===== src/rtl/alu_pkg.sv =====
// Shared constants, command encodings and operand-need decode for alu_core.
// The need decode follows ALU_MUL_EN so both the collector and datapath agree.
package alu_pkg;

    localparam int WIDTH_DEF     = 8;
    localparam int CMD_WIDTH_DEF = 4;
    localparam int ROR_WIDTH_DEF = 3;
    localparam int TIMEOUT       = 16;
    localparam int TMR_W         = $clog2(TIMEOUT);

    typedef enum logic [3:0] {
        A_ADD       = 4'd0,
        A_SUB       = 4'd1,
        A_ADD_CIN   = 4'd2,
        A_SUB_CIN   = 4'd3,
        A_INC_A     = 4'd4,
        A_DEC_A     = 4'd5,
        A_INC_B     = 4'd6,
        A_DEC_B     = 4'd7,
        A_CMP       = 4'd8,
        A_MUL_INC   = 4'd9,
        A_MUL_SHIFT = 4'd10
    } arith_cmd_e;

    typedef enum logic [3:0] {
        L_AND     = 4'd0,
        L_NAND    = 4'd1,
        L_OR      = 4'd2,
        L_NOR     = 4'd3,
        L_XOR     = 4'd4,
        L_XNOR    = 4'd5,
        L_NOT_A   = 4'd6,
        L_NOT_B   = 4'd7,
        L_SHR1_A  = 4'd8,
        L_SHL1_A  = 4'd9,
        L_SHR1_B  = 4'd10,
        L_SHL1_B  = 4'd11,
        L_ROL_A_B = 4'd12,
        L_ROR_A_B = 4'd13
    } logic_cmd_e;

    // Operands an op needs: bit0 = A, bit1 = B; 2'b00 marks an invalid command.
    function automatic logic [1:0] op_need(input logic mode, input logic [3:0] cmd);
        logic [1:0] n;
        n = 2'b00;
        if (mode) begin
            case (cmd)
                A_ADD, A_SUB, A_ADD_CIN, A_SUB_CIN, A_CMP: n = 2'b11;
                A_INC_A, A_DEC_A:                          n = 2'b01;
                A_INC_B, A_DEC_B:                          n = 2'b10;
`ifdef ALU_MUL_EN
                A_MUL_INC, A_MUL_SHIFT:                    n = 2'b11;
`endif
                default:                                   n = 2'b00;
            endcase
        end else begin
            case (cmd)
                L_AND, L_NAND, L_OR, L_NOR, L_XOR, L_XNOR: n = 2'b11;
                L_ROL_A_B, L_ROR_A_B:                      n = 2'b11;
                L_NOT_A, L_SHR1_A, L_SHL1_A:               n = 2'b01;
                L_NOT_B, L_SHR1_B, L_SHL1_B:               n = 2'b10;
                default:                                   n = 2'b00;
            endcase
        end
        return n;
    endfunction

endpackage


===== src/rtl/alu_operand_collector.sv =====
// Gathers the two operands of an op that arrive in different cycles,
// latching command context and timing out after TIMEOUT enabled cycles.
module alu_operand_collector
    import alu_pkg::*;
#(
    parameter int WIDTH     = WIDTH_DEF,
    parameter int CMD_WIDTH = CMD_WIDTH_DEF
) (
    input  logic                 CLK,
    input  logic                 RESET,
    input  logic                 CE,
    input  logic                 MODE,
    input  logic [CMD_WIDTH-1:0] CMD,
    input  logic [1:0]           INP_VALID,
    input  logic [WIDTH-1:0]     OPA,
    input  logic [WIDTH-1:0]     OPB,
    input  logic                 CIN,
    output logic                 op_ready,
    output logic                 timeout,
    output logic                 op_mode,
    output logic [CMD_WIDTH-1:0] op_cmd,
    output logic                 op_cin,
    output logic [WIDTH-1:0]     op_a,
    output logic [WIDTH-1:0]     op_b,
    output logic [1:0]           op_av
);

    logic                 busy_q;
    logic [1:0]           have_q;
    logic                 mode_q;
    logic [CMD_WIDTH-1:0] cmd_q;
    logic                 cin_q;
    logic [WIDTH-1:0]     opnd_q;
    logic [TMR_W-1:0]     cnt_q;
    logic [1:0]           need;
    logic                 start;
    logic                 fill;

    always_comb begin
        need     = op_need(MODE, CMD[3:0]);
        start    = 1'b0;
        fill     = 1'b0;
        op_ready = 1'b0;
        timeout  = 1'b0;
        op_mode  = MODE;
        op_cmd   = CMD;
        op_cin   = CIN;
        op_a     = OPA;
        op_b     = OPB;
        op_av    = INP_VALID;
        if (CE) begin
            if (!busy_q) begin
                if (need == 2'b11 && (INP_VALID == 2'b01 || INP_VALID == 2'b10))
                    start = 1'b1;
                else
                    op_ready = 1'b1;
            end else begin
                op_mode = mode_q;
                op_cmd  = cmd_q;
                op_cin  = cin_q;
                op_av   = 2'b11;
                if (have_q[0])
                    op_a = opnd_q;
                else
                    op_b = opnd_q;
                fill     = |(INP_VALID & ~have_q);
                op_ready = fill;
                timeout  = !fill && (cnt_q == TMR_W'(TIMEOUT - 1));
            end
        end
    end

    always_ff @(posedge CLK or posedge RESET) begin
        if (RESET) begin
            busy_q <= 1'b0;
            have_q <= 2'b00;
            mode_q <= 1'b0;
            cmd_q  <= '0;
            cin_q  <= 1'b0;
            opnd_q <= '0;
            cnt_q  <= '0;
        end else if (start) begin
            busy_q <= 1'b1;
            have_q <= INP_VALID;
            mode_q <= MODE;
            cmd_q  <= CMD;
            cin_q  <= CIN;
            opnd_q <= INP_VALID[0] ? OPA : OPB;
            cnt_q  <= '0;
        end else if (fill || timeout) begin
            busy_q <= 1'b0;
            have_q <= 2'b00;
            cnt_q  <= '0;
        end else if (busy_q && CE) begin
            cnt_q <= cnt_q + 1'b1;
        end
    end

endmodule


===== src/rtl/alu_core.sv =====
// Registered arithmetic/logical ALU with split-operand collection.
// Define ALU_MUL_EN to build the two-cycle multiply commands.
module alu_core
    import alu_pkg::*;
#(
    parameter int WIDTH     = WIDTH_DEF,
    parameter int CMD_WIDTH = CMD_WIDTH_DEF,
    parameter int ROR_WIDTH = ROR_WIDTH_DEF
) (
    input  logic                 CLK,
    input  logic                 RESET,
    input  logic                 CE,
    input  logic                 MODE,
    input  logic [CMD_WIDTH-1:0] CMD,
    input  logic [1:0]           INP_VALID,
    input  logic [WIDTH-1:0]     OPA,
    input  logic [WIDTH-1:0]     OPB,
    input  logic                 CIN,
    output logic [WIDTH+1:0]     RES,
    output logic                 COUT,
    output logic                 OFLOW,
    output logic                 G,
    output logic                 L,
    output logic                 E,
    output logic                 ERR
);

    localparam int RW = WIDTH + 2;

    logic                 op_ready;
    logic                 timeout;
    logic                 op_mode;
    logic [CMD_WIDTH-1:0] op_cmd;
    logic                 op_cin;
    logic [WIDTH-1:0]     op_a;
    logic [WIDTH-1:0]     op_b;
    logic [1:0]           op_av;

    alu_operand_collector #(
        .WIDTH     (WIDTH),
        .CMD_WIDTH (CMD_WIDTH)
    ) u_coll (
        .CLK       (CLK),
        .RESET     (RESET),
        .CE        (CE),
        .MODE      (MODE),
        .CMD       (CMD),
        .INP_VALID (INP_VALID),
        .OPA       (OPA),
        .OPB       (OPB),
        .CIN       (CIN),
        .op_ready  (op_ready),
        .timeout   (timeout),
        .op_mode   (op_mode),
        .op_cmd    (op_cmd),
        .op_cin    (op_cin),
        .op_a      (op_a),
        .op_b      (op_b),
        .op_av     (op_av)
    );

    logic [RW-1:0]        a_x;
    logic [RW-1:0]        b_x;
    logic [RW-1:0]        res_n;
    logic [WIDTH-1:0]     lres;
    logic [2*WIDTH-1:0]   aa;
    logic [2*WIDTH-1:0]   rol_t;
    logic [2*WIDTH-1:0]   ror_t;
    logic [ROR_WIDTH-1:0] rot_amt;
    logic [3:0]           c;
    logic [1:0]           need;
    logic                 is_rot;
    logic                 is_mul;
    logic                 bad;
    logic                 mul_go;
    logic                 wr;
    logic                 cout_n;
    logic                 ofl_n;
    logic                 g_n;
    logic                 l_n;
    logic                 e_n;
    logic                 err_n;

    always_comb begin
        a_x     = RW'(op_a);
        b_x     = RW'(op_b);
        c       = op_cmd[3:0];
        rot_amt = op_b[ROR_WIDTH-1:0];
        aa      = {op_a, op_a};
        rol_t   = aa << rot_amt;
        ror_t   = aa >> rot_amt;
        need    = op_need(op_mode, c);
        is_rot  = !op_mode && (c == L_ROL_A_B || c == L_ROR_A_B);
        bad     = (need == 2'b00) || (op_av == 2'b00)
               || ((need & ~op_av) != 2'b00)
               || (is_rot && ((op_b >> (ROR_WIDTH + 1)) != '0));
        res_n   = '0;
        lres    = '0;
        cout_n  = 1'b0;
        ofl_n   = 1'b0;
        g_n     = 1'b0;
        l_n     = 1'b0;
        e_n     = 1'b0;
        is_mul  = 1'b0;
        if (op_mode) begin
            unique case (c)
                A_ADD: begin
                    res_n  = a_x + b_x;
                    cout_n = res_n[WIDTH];
                end
                A_SUB: begin
                    res_n = a_x - b_x;
                    ofl_n = op_a < op_b;
                end
                A_ADD_CIN: begin
                    res_n  = a_x + b_x + RW'(op_cin);
                    cout_n = res_n[WIDTH];
                end
                A_SUB_CIN: begin
                    res_n = a_x - b_x - RW'(op_cin);
                    ofl_n = a_x < (b_x + RW'(op_cin));
                end
                A_INC_A: res_n = a_x + RW'(1);
                A_DEC_A: res_n = a_x - RW'(1);
                A_INC_B: res_n = b_x + RW'(1);
                A_DEC_B: res_n = b_x - RW'(1);
                A_CMP: begin
                    g_n = op_a > op_b;
                    l_n = op_a < op_b;
                    e_n = op_a == op_b;
                end
                A_MUL_INC, A_MUL_SHIFT: is_mul = 1'b1;
                default: ;
            endcase
        end else begin
            unique case (c)
                L_AND:     lres = op_a & op_b;
                L_NAND:    lres = ~(op_a & op_b);
                L_OR:      lres = op_a | op_b;
                L_NOR:     lres = ~(op_a | op_b);
                L_XOR:     lres = op_a ^ op_b;
                L_XNOR:    lres = ~(op_a ^ op_b);
                L_NOT_A:   lres = ~op_a;
                L_NOT_B:   lres = ~op_b;
                L_SHR1_A:  lres = op_a >> 1;
                L_SHL1_A:  lres = op_a << 1;
                L_SHR1_B:  lres = op_b >> 1;
                L_SHL1_B:  lres = op_b << 1;
                L_ROL_A_B: lres = rol_t[2*WIDTH-1:WIDTH];
                L_ROR_A_B: lres = ror_t[WIDTH-1:0];
                default: ;
            endcase
            res_n = RW'(lres);
        end
        mul_go = op_ready && is_mul && !bad;
        wr     = op_ready || timeout;
        err_n  = timeout || bad;
        if (err_n) begin
            res_n  = '0;
            cout_n = 1'b0;
            ofl_n  = 1'b0;
            g_n    = 1'b0;
            l_n    = 1'b0;
            e_n    = 1'b0;
        end
    end

`ifdef ALU_MUL_EN
    logic [RW-1:0] mul_n;
    logic [RW-1:0] mul_q;
    logic          mul_pend_q;

    always_comb begin
        mul_n = (c == A_MUL_INC) ? (a_x + RW'(1)) * (b_x + RW'(1))
                                 : (a_x << 1) * b_x;
    end
`endif

    always_ff @(posedge CLK or posedge RESET) begin
        if (RESET) begin
            RES   <= '0;
            COUT  <= 1'b0;
            OFLOW <= 1'b0;
            G     <= 1'b0;
            L     <= 1'b0;
            E     <= 1'b0;
            ERR   <= 1'b0;
`ifdef ALU_MUL_EN
            mul_q      <= '0;
            mul_pend_q <= 1'b0;
`endif
        end else if (CE) begin
            if (wr && !mul_go) begin
                RES   <= res_n;
                COUT  <= cout_n;
                OFLOW <= ofl_n;
                G     <= g_n;
                L     <= l_n;
                E     <= e_n;
                ERR   <= err_n;
            end
`ifdef ALU_MUL_EN
            // A product retires one enabled cycle after its operands were taken.
            else if (mul_pend_q) begin
                RES   <= mul_q;
                COUT  <= 1'b0;
                OFLOW <= 1'b0;
                G     <= 1'b0;
                L     <= 1'b0;
                E     <= 1'b0;
                ERR   <= 1'b0;
            end
            mul_pend_q <= mul_go;
            if (mul_go)
                mul_q <= mul_n;
`endif
        end
    end

endmodule


===== config.mk =====
export PLATFORM = sky130hd
export DESIGN_NAME = alu_core
export DESIGN_NICKNAME = d
export VERILOG_FILES = /design/src/rtl/alu_pkg.sv /design/src/rtl/alu_operand_collector.sv /design/src/rtl/alu_core.sv
export SDC_FILE = /design/constraint.sdc
export NUM_CORES = 1
export LEC_CHECK = 0
export BUFFER_PORTS_ARGS = -buffer_cell sky130_fd_sc_hd__buf_2
export CAP_MARGIN = 25
export CORE_ASPECT_RATIO = 0.7
export CORE_UTILIZATION = 30
export CTS_CLUSTER_DIAMETER = 60
export DETAILED_ROUTE_END_ITERATION = 8
export SYNTH_ARGS = -nofsm -noshare
export SYNTH_HDL_FRONTEND = slang
export SYNTH_HIERARCHICAL = 1
export SYNTH_SLANG_ARGS = --single-unit

===== constraint.sdc =====
create_clock -name CLK -period 5.48 [get_ports CLK]
set_input_delay 0.274 -clock CLK [delete_from_list [all_inputs] [get_ports CLK]]
set_output_delay 0.274 -clock CLK [all_outputs]
set_load 0.02 [all_outputs]

== Word level (Yosys, flattened, before mapping) ==
Memories as Yosys holds them, arrays and structs flattened.
Index checks and enable logic that the tools add are counted.
Storage, ports and cells
  register bits after elaboration: 37
  bits in read-only memories: 128
  output and inout bits: 16
  logic and storage cells: 148
  memories kept: 4
Operators by class
  $add $sub $neg: 10
  $lt $le $gt $ge: 3
  equal/unequal tests: 18
  shift-type cells: 2
  mux-type cells: 55
  bitwise operators: 12
  reductions and logical operators: 30
Memory list
  (name not given): depth 16, bits a word 2, rd ports 1, clocked after memory_dff 0, write ports 0, line alu_pkg.sv:47  | case (cmd)
  (name not given): depth 16, bits a word 2, rd ports 1, clocked after memory_dff 0, write ports 0, line alu_pkg.sv:57  | case (cmd)
  (name not given): depth 16, bits a word 2, rd ports 1, clocked after memory_dff 0, write ports 0, line alu_pkg.sv:47
  (name not given): depth 16, bits a word 2, rd ports 1, clocked after memory_dff 0, write ports 0, line alu_pkg.sv:57
Operators with widths (count)
  $pmux 8 s14: 1
  $pmux 10 s8: 1
  $mux 8: 7
  $not 8->8: 5
  $mux 1: 31
  $eq 4x4->1 const B: 7
  $mux 10: 2
  $mux 4: 5
  $add 8x1->9 const B: 2
  $sub 8x1->9 const B: 2
  $eq 4x3->1 const B: 4
  $shl 16x3->16: 1
  $shr 16x3->8: 1
  $mux 2: 6
  $add 9x1->10: 1
  $sub 9x2->10: 1
  $add 8x1->9: 1
  $add 8x8->9: 1
  $lt 8x9->1: 1
  $sub 8x8->9: 1
  $and 8x8->8: 1
  $eq 4x2->1 const B: 2
  $eq 8x8->1: 1
  $gt 8x8->1: 1
  20 further kinds: 44

== Depth between registers and ports, before layout ==
Gate-level depths: netlist of the first run.
An unclocked memory read counts as a cell.
  word-level depth: 13
  depth in mapped cells: 19
  depth with buffers taken out: 14

== Hierarchy ==
The synthesis of the first run kept the hierarchy.
By module, submodules not included
  alu_core: instances 1, cells an instance 649, area each 4815.9 um^2, seq. area each 400.4 um^2
  alu_operand_collector: instances 1, cells an instance 120, area each 1432.6 um^2, seq. area each 525.5 um^2

== Worst setup path before layout of the first run ==
No wires, ideal clock.
  kind: reg-to-reg
  start: reg u_coll.busy_q
  end: reg RES[5]
  setup time: 0.066 ns
  arrival time: 4.064 ns
  required time: 5.414 ns
  path slack: 1.350 ns
  stages on the path, launching flop included: 17
  path buffers: 4
  period minus slack after synthesis: 4.130 ns
  path through: dfrtp_1 -> buf_2 -> nand2_1 -> or2_2 -> clkbuf_1 -> mux2_2 -> clkbuf_1 -> inv_1 -> buf_1 -> ha_1 -> or2_4 -> and3_4 -> or3_4 -> or4_1 -> a21o_1 -> o2111ai_1 -> a32o_2
Between the ends
  elaborated cells between the ends (all ways): 79
RTL lines
  from (decl): line alu_operand_collector.sv:28  | logic busy_q;
  from (signal assigned): line alu_operand_collector.sv:75  | busy_q <= 1'b0;
  from (signal assigned): line alu_operand_collector.sv:83  | busy_q <= 1'b1;
  from (signal assigned): line alu_operand_collector.sv:91  | busy_q <= 1'b0;
  $mux 8 (*): line alu_operand_collector.sv:52  | if (!busy_q) begin
  $mux 8 (*): line alu_operand_collector.sv:51  | if (CE) begin
  net op_b[2]: line alu_core.sv:36  | logic [WIDTH-1:0] op_b;
  $sub 8x8->9 or $add 8x8->9 (tied branches)
  $sub 9x2->10 or $add 9x1->10 (tied branches): line alu_core.sv:120, alu_core.sv:116
  $pmux 10 s8: line alu_core.sv:106  | unique case (c)
  $mux 10 (*): line alu_core.sv:105  | if (op_mode) begin
  $mux 10 (*): line alu_core.sv:158  | if (err_n) begin
  to (signal assigned): line alu_core.sv:194  | RES <= res_n;
  to (decl): line alu_core.sv:19  | output logic [WIDTH+1:0] RES,
Mark *: on every way through the listed nets, which the timed path passes. The rest lies on a longest branch.
A chain may end at the register's enable or synchronous reset.

== Worst setup path in the final report of the first run ==
  start: reg u_coll.busy_q
  end: reg RES[6]
Same word-level chain as after synthesis.

==> flow_metrics.py, run 1 <==
metrics = {
    "detailed_routing": {
        "wirelength_um": 22000,
        "remaining_drc_errors": 0,
        "wl_per_cell_um": 21.1,
        "dr.pass1.iters": 7,
        "vias": 6202,
        "drt_iter0_drc": 885,
        "drt.antenna.violating_nets": 0,
        "viasPerCell": 5.93,
    },
    "floorplanning": {
        "io-pin-count": 43,
        "start_util_pct": 31.1,
        "dieArea_sq_um": 21400,
        "num_rows": 43,
        "die_y_um": 123,
        "core_sq_um": 20100,
        "die-width_um": 174,
    },
    "critical_path": {
        "r2r_slack_ps": 890,
        "required_ps": 5670,
        "reg2reg_depth": 14,
        "worst_setup_path_start_kind": "flip-flop",
        "worstSetupPathType": "reg2reg",
        "endpoint_kind": "flip-flop",
        "r2r_start": "u_coll/busy_q",
        "critPathArrivalTime_ps": 4780,
        "cp_max_fo": 15,
        "r2r_end": "RES[6]",
    },
    "yosys": {
        "synth_flop_cell": "dfrtp_1",
        "synth_edf_count": 0,
        "synth_cell_types": 86,
        "synth-simple-area-share_pct": 19.2,
        "synth_top_family_by_area": "compound AO/OA/AOI/OAI gates",
        "synth_cells": 769,
        "netlist_area_sq_um": 6250,
        "yosysWarnings": 6,
        "synth_compound_area_share_pct": 23.2,
        "synth-seq-cells": 37,
        "synth_seq_area_share_pct": 14.8,
        "async_flop_share_pct": 100,
        "synthXorXnorAreaFrac_pct": 8.11,
        "synth_area_per_cell_sq_um": 8.13,
        "synth_adder_area_share_pct": 10.1,
        "synthMuxAreaShare_pct": 17.7,
        "synth.net_count": 846,
    },
    "cells_and_area": {
        "area_growth_pct": 8.61,
        "final_common_cell": "nor2_1",
        "insertedDiodeCount": 0,
        "nets": 851,
        "regArea_sq_um": 926,
        "final_cell_mix": "nor2_1 (60), nand2_1 (56), ha_1 (49)",
        "finalInstanceArea_sq_um": 6790,
        "drive_gt1_share_pct": 19.0,
        "multi_input_area_sq_um": 4890,
        "fill_cells": 2114,
    },
    "pwr": {
        "ir_drop_v": 0.000162,
        "p_int_w": 0.00144,
        "p_sw_share_pct": 51.8,
        "powerDensity_nw_per_um2": 439,
        "pwr-share-clk_pct": 11.2,
        "p_switching_w": 0.00154,
        "p_seq_share_pct": 15.2,
        "power_leakage_nw": 2.81,
        "combPwrFrac_pct": 73.6,
        "fin_total_pwr_w": 0.00298,
    },
    "global_routing": {
        "antenna_found_initial": 0,
        "grt_first_pass_wirelength_um": 33500,
        "use_met3_pct": 8.43,
        "globalRouteOverflowTotal": 0,
        "grt_usage_pct": 20.3,
        "use_met1_pct": 30.5,
        "grt_max_degree": 47,
        "grt_busiest_layer": "met1",
        "grt_pass1_vias": 5462,
        "grtUsageMet2_pct": 26.5,
    },
    "sta": {
        "setup_viol_count_final": 0,
        "slew_headroom_pct": 26.2,
        "tns_ps": 0,
        "holdWs_ps": 56.4,
        "max_freq_mhz": 218,
        "layout_worst_path_cycle_share_pct": 83.8,
        "rsz0062_at_grt": "no",
        "hold_viol": 0,
        "maxSlewViolCount": 0,
        "finClkSkew_ps": 4.65,
        "setup_ws_ps": 887,
        "fin_crit_ps": 4590,
        "worst_slew_pin_slew_ps": 1100,
    },
    "place": {
        "dpl.hpwl_um": 17000,
        "place_worst_setup_slack_ps": 1000,
        "post_dp_cell_area_sq_um": 6620,
        "portBuffers": 42,
        "gp_congestion": 1.05,
    },
    "clocking": {
        "cts_tree": "yes",
        "cts_sinks": 37,
        "clk_pin_slew_worst_paths_ps": 60,
        "numCtsBuffers": 5,
        "htree_levels": 2,
        "root_buffer": "clkbuf_16",
        "post_cts_buffers": 0,
        "cts_hold_buffers": 0,
        "clk_path_buf_depth": 2,
        "clk_latency_ps": 280,
        "ctsResizeCount": 0,
    },
    "hold_path": {
        "hold_path.class": "in2async",
    },
    "job": {
        "cap_violations": 0,
    },
    "run_status": {
        "status": "completed",
    },
}
## Yosys cell counts (all sizes together), types with 4 or more instances
cell type  instances  area, sq um
nor2              60          225
nand2             56          210
mux2              52          612
ha                49          613
xnor2             47          419
o21ai             39          195
dfrtp             37          926
inv               37          139
a21oi             30          154
buf               29          171
clkbuf            28          105
mux2i             28          284
nor3              26          130
nand3             23          120
a211oi            15          113
nor2b             15         93.8
o22ai             12         75.1
and3              10         72.6
nand2b            10         62.6
xor2              10         87.6
mux4               9          208
nor4               9         56.3
o31ai              9         67.6
a22oi              7         52.6
o221ai             7         61.3
a21o               6         45.0
a221oi             6         58.8
or3                6         42.5
a2111oi            5         68.8
and2               5         32.5
o2111ai            5         43.8
o211ai             5         37.5
a211o              4         35.0
a22o               4         35.0
a31oi              4         25.0
a32oi              4         35.0
o211a              4         40.0
o21bai             4         30.0
o22a               4         35.0
or2                4         27.5
## state kept, by name, indices dropped and copies added (netlist names)
signal         flops
COUT               1
E                  1
u_coll/mode_q      1
RES               10
u_coll/cnt_q       4
OFLOW              1
u_coll/cmd_q       4
u_coll/cin_q       1
u_coll/busy_q      1
u_coll/opnd_q      8
G                  1
ERR                1
u_coll/have_q      2
L                  1
## metal layers
metal,vias up,share of wire (%)
li1,2858,-
met1,2957,48
met2,363,37
met3,24,14
met4,0,1.1
met5,-,0
## worst max-delay path: stages (launching register included)
cell and delay (ps):
dfrtp_1 460, nand2_1 350, or2_2 520, mux2_2 320
inv_1 400, ha_1 430, inv_1 130, ha_1 210
ha_1 200, inv_1 50, o41ai_1 460, nand2_1 290
nor4_1 310, a2111oi_2 70, a32oi_1 280
## power groups by stage
stage	Clock [W]	Combinational [W]	Sequential (W)
6_report	0.000334	0.00219	0.000453
2_1_floorplan	0	0.00158	0.000469
4_1_cts	0.000340	0.00212	0.000453
3_3_place_gp	0	0.00212	0.000453
5_1_grt	0.000355	0.00234	0.000470
3_5_place_dp	0	0.00211	0.000455
## final cells by class
cell class | count | share of cell area, %
Multi-Input combinational cell | 635 | 72.1
Sequential cell | 37 | 13.6
Tap cell | 270 | 4.98
Timing Repair Buffer | 56 | 4.65
Inverter | 39 | 2.16
Clock buffer | 5 | 1.84
Clock inverter | 3 | 0.682
## how the worst max path moves through the flow
stage	startpoint	to
5_1_grt	u_coll/busy_q	RES[6]
3_3_place_gp	u_coll/busy_q	RES[8]
3_5_place_dp	u_coll/busy_q	RES[6]
4_1_cts	u_coll/busy_q	RES[6]
2_1_floorplan	u_coll/busy_q	RES[5]
6_report	u_coll/busy_q	RES[6]
## per-stage QoR
stage / std cells / util, %
after floorplan: 769 / -
after global placement: 1037 / 32.9
after detailed placement: 1037 / 32.9
after CTS: 1045 / 33.7
after global routing: 1045 / 33.7
final: 1045 / 33.7
## logic make-up after synthesis
logic type / count (synthesis)
and+or+nand+nor: 239
xor gates and xnor gates: 57
DFF: 37
adders and majority gates: 50
buffers and inverters: 97
muxes: 89
AOI/OAI and AO/OA: 200
Power figures use the tool's default switching activity.
==> inputs of run 2 (changes only) <==
clock period = 4.7 ns   (was 5.48 ns; I/O delays follow)
==> run 2 against run 1 <==
Effect of this change: worst setup slack got worse by 470 ps; via count rose by 0.64%; first-iteration DRC count fell by 9.3%; non-clock buffer count rose by 6; maximum frequency rose by 7.2%; highest routed layer unchanged; clock power rose by 31%; power rose by 18%.
==> flow_metrics.py, run 2 (synthesized netlist as in run 1, its figures left out) <==
metrics = {
    "cells_and_area": {
        "final_core_util_pct": 34.0,
        "insertedDiodeCount": 0,
        "area_growth_pct": 9.57,
        "largest-register": "RES",
        "final_common_cell": "nor2_1",
        "drive_gt1_share_pct": 19.5,
        "fill_cells": 2121,
        "largest_register_ffs": 10,
        "final_cell_mix": "nor2_1 (60), nand2_1 (56), ha_1 (49)",
        "nets": 857,
        "largestRegisters": "RES (10), u_coll/opnd_q (8)",
    },
    "pwr": {
        "powerDensity_nw_per_um2": 515,
        "fin_total_pwr_w": 0.00352,
        "power_leakage_nw": 2.85,
        "ir_drop_v": 0.000163,
    },
    "sta": {
        "max_freq_mhz": 233,
        "worst_slew_pin_slew_ps": 973,
        "setup_viol_count_final": 0,
        "finClkSkew_ps": 3.51,
        "rsz0062_at_grt": "no",
        "fin_crit_ps": 4280,
        "tns_ps": 0,
        "slew_headroom_pct": 34.6,
        "hold_viol": 0,
        "maxSlewViolCount": 0,
        "layout_worst_path_cycle_share_pct": 91.2,
    },
    "critical_path": {
        "cpPeakStageDelay_ps": 660,
        "endpoint_kind": "flip-flop",
        "r2r_end": "RES[9]",
        "r2r_slack_ps": 420,
        "crit_end": "RES[9]",
        "cp_max_fo": 17,
        "worstSetupPathType": "reg2reg",
        "cp_cell_sequence": "nand3_1 > mux2_2 > inv_1 > ha_1 > nor2b_1 > o311a_1 > a311o_1 > xnor2_2 > o21bai_1 > a221oi_1 > o21ai_0",
        "crit_start": "u_coll/busy_q",
        "r2r_start": "u_coll/busy_q",
        "cp_slowest_cell": "ha_1",
        "worst_setup_path_start_kind": "flip-flop",
        "required_ps": 4860,
        "reg2reg_depth": 11,
        "critPathArrivalTime_ps": 4440,
    },
    "detailed_routing": {
        "viasPerCell": 5.94,
        "wirelength_um": 22200,
        "remaining_drc_errors": 0,
        "drt.antenna.violating_nets": 0,
        "drt_iter0_drc": 803,
        "vias": 6242,
        "wl_per_cell_um": 21.1,
        "dr.pass1.iters": 6,
    },
    "floorplanning": {
        "start_util_pct": 31.1,
        "num_rows": 43,
        "core_sq_um": 20100,
        "io-pin-count": 43,
        "die_y_um": 123,
        "dieArea_sq_um": 21400,
        "die-width_um": 174,
    },
    "clocking": {
        "clk_latency_ps": 280,
        "cts_sinks": 37,
        "ctsResizeCount": 0,
        "cts_hold_buffers": 0,
        "clk_pin_slew_worst_paths_ps": 60,
        "post_cts_buffers": 0,
        "htree_levels": 2,
        "clk_path_buf_depth": 2,
        "numCtsBuffers": 5,
        "root_buffer": "clkbuf_16",
        "cts_tree": "yes",
    },
    "place": {
        "portBuffers": 42,
        "dpl.hpwl_um": 17400,
        "gp_congestion": 1.04,
    },
    "global_routing": {
        "grt_max_degree": 47,
        "globalRouteOverflowTotal": 0,
        "antenna_found_initial": 0,
        "grt_usage_pct": 21.0,
        "grt_pass1_vias": 5704,
        "grt_first_pass_wirelength_um": 34300,
    },
    "run_status": {
        "status": "completed",
    },
    "hold_path": {
        "hold_path.class": "in2async",
    },
    "job": {
        "cap_violations": 0,
    },
}
-- run 2: cell types whose count changed in the layout (fill, tap and decap cells not counted), sizes merged --
cell and change:
buf +6, bufinv +1, clkinvlp -1
-- run 2: worst max-delay path, delay by kind of cell (launching register included) --
kind | cells | cell delay, ps
DFF | 1 | 460
muxes | 1 | 610
and+or+nand+nor | 2 | 570
AOI/OAI and AO/OA | 5 | 1390
buffers and inverters | 1 | 160
adders and majority gates | 1 | 660
xor gates and xnor gates | 1 | 290
-- run 2: power by group --
part	switching [W]	total (W)	internal, W
clock	0.000134	0.000437	0.000303
combinational	0.00156	0.00256	0.000994
sequential	0.0000882	0.000529	0.000441
-- run 2: metal layers --
layer	track usage (%)	routed length, um	vias to the layer above
met5	0	0	-
met4	5.27	385	0
met3	6.44	2980	35
met2	27.4	8240	372
met1	32.1	10600	2969
li1	-	-	2866
-- run 2: per-stage QoR --
step | hold slack [ps] | area, sq um | cells | setup slack, ps
floorplan | 149 | 6250 | 769 | 570
global placement | 340 | 6650 | 1042 | 350
detailed placement | 345 | 6660 | 1043 | 564
CTS | 40.5 | 6850 | 1051 | 553
global route | 69.6 | 6850 | 1051 | 215
finish | 25.8 | 6850 | 1051 | 416
-- run 2: final cells by class --
class / instances / area, sq um / area share, %
Clock buffer: 5 / 125 / 1.83
Clock inverter: 3 / 65.1 / 0.950
Inverter: 39 / 146 / 2.14
Multi-Input combinational cell: 635 / 4890 / 71.4
Sequential cell: 37 / 926 / 13.5
Tap cell: 270 / 338 / 4.93
Timing Repair Buffer: 62 / 357 / 5.21
-- run 2: worst min path at each step --
stage          start     end  slack [ps]  cells past startpoint
2_1_floorplan  RESET    COUT         150                      1
3_3_place_gp   RESET  RES[1]         340                      2
3_5_place_dp   RESET  RES[0]         340                      2
4_1_cts        RESET       L          40                      2
5_1_grt        RESET  RES[0]          70                      2
6_report       RESET  RES[0]          30                      2
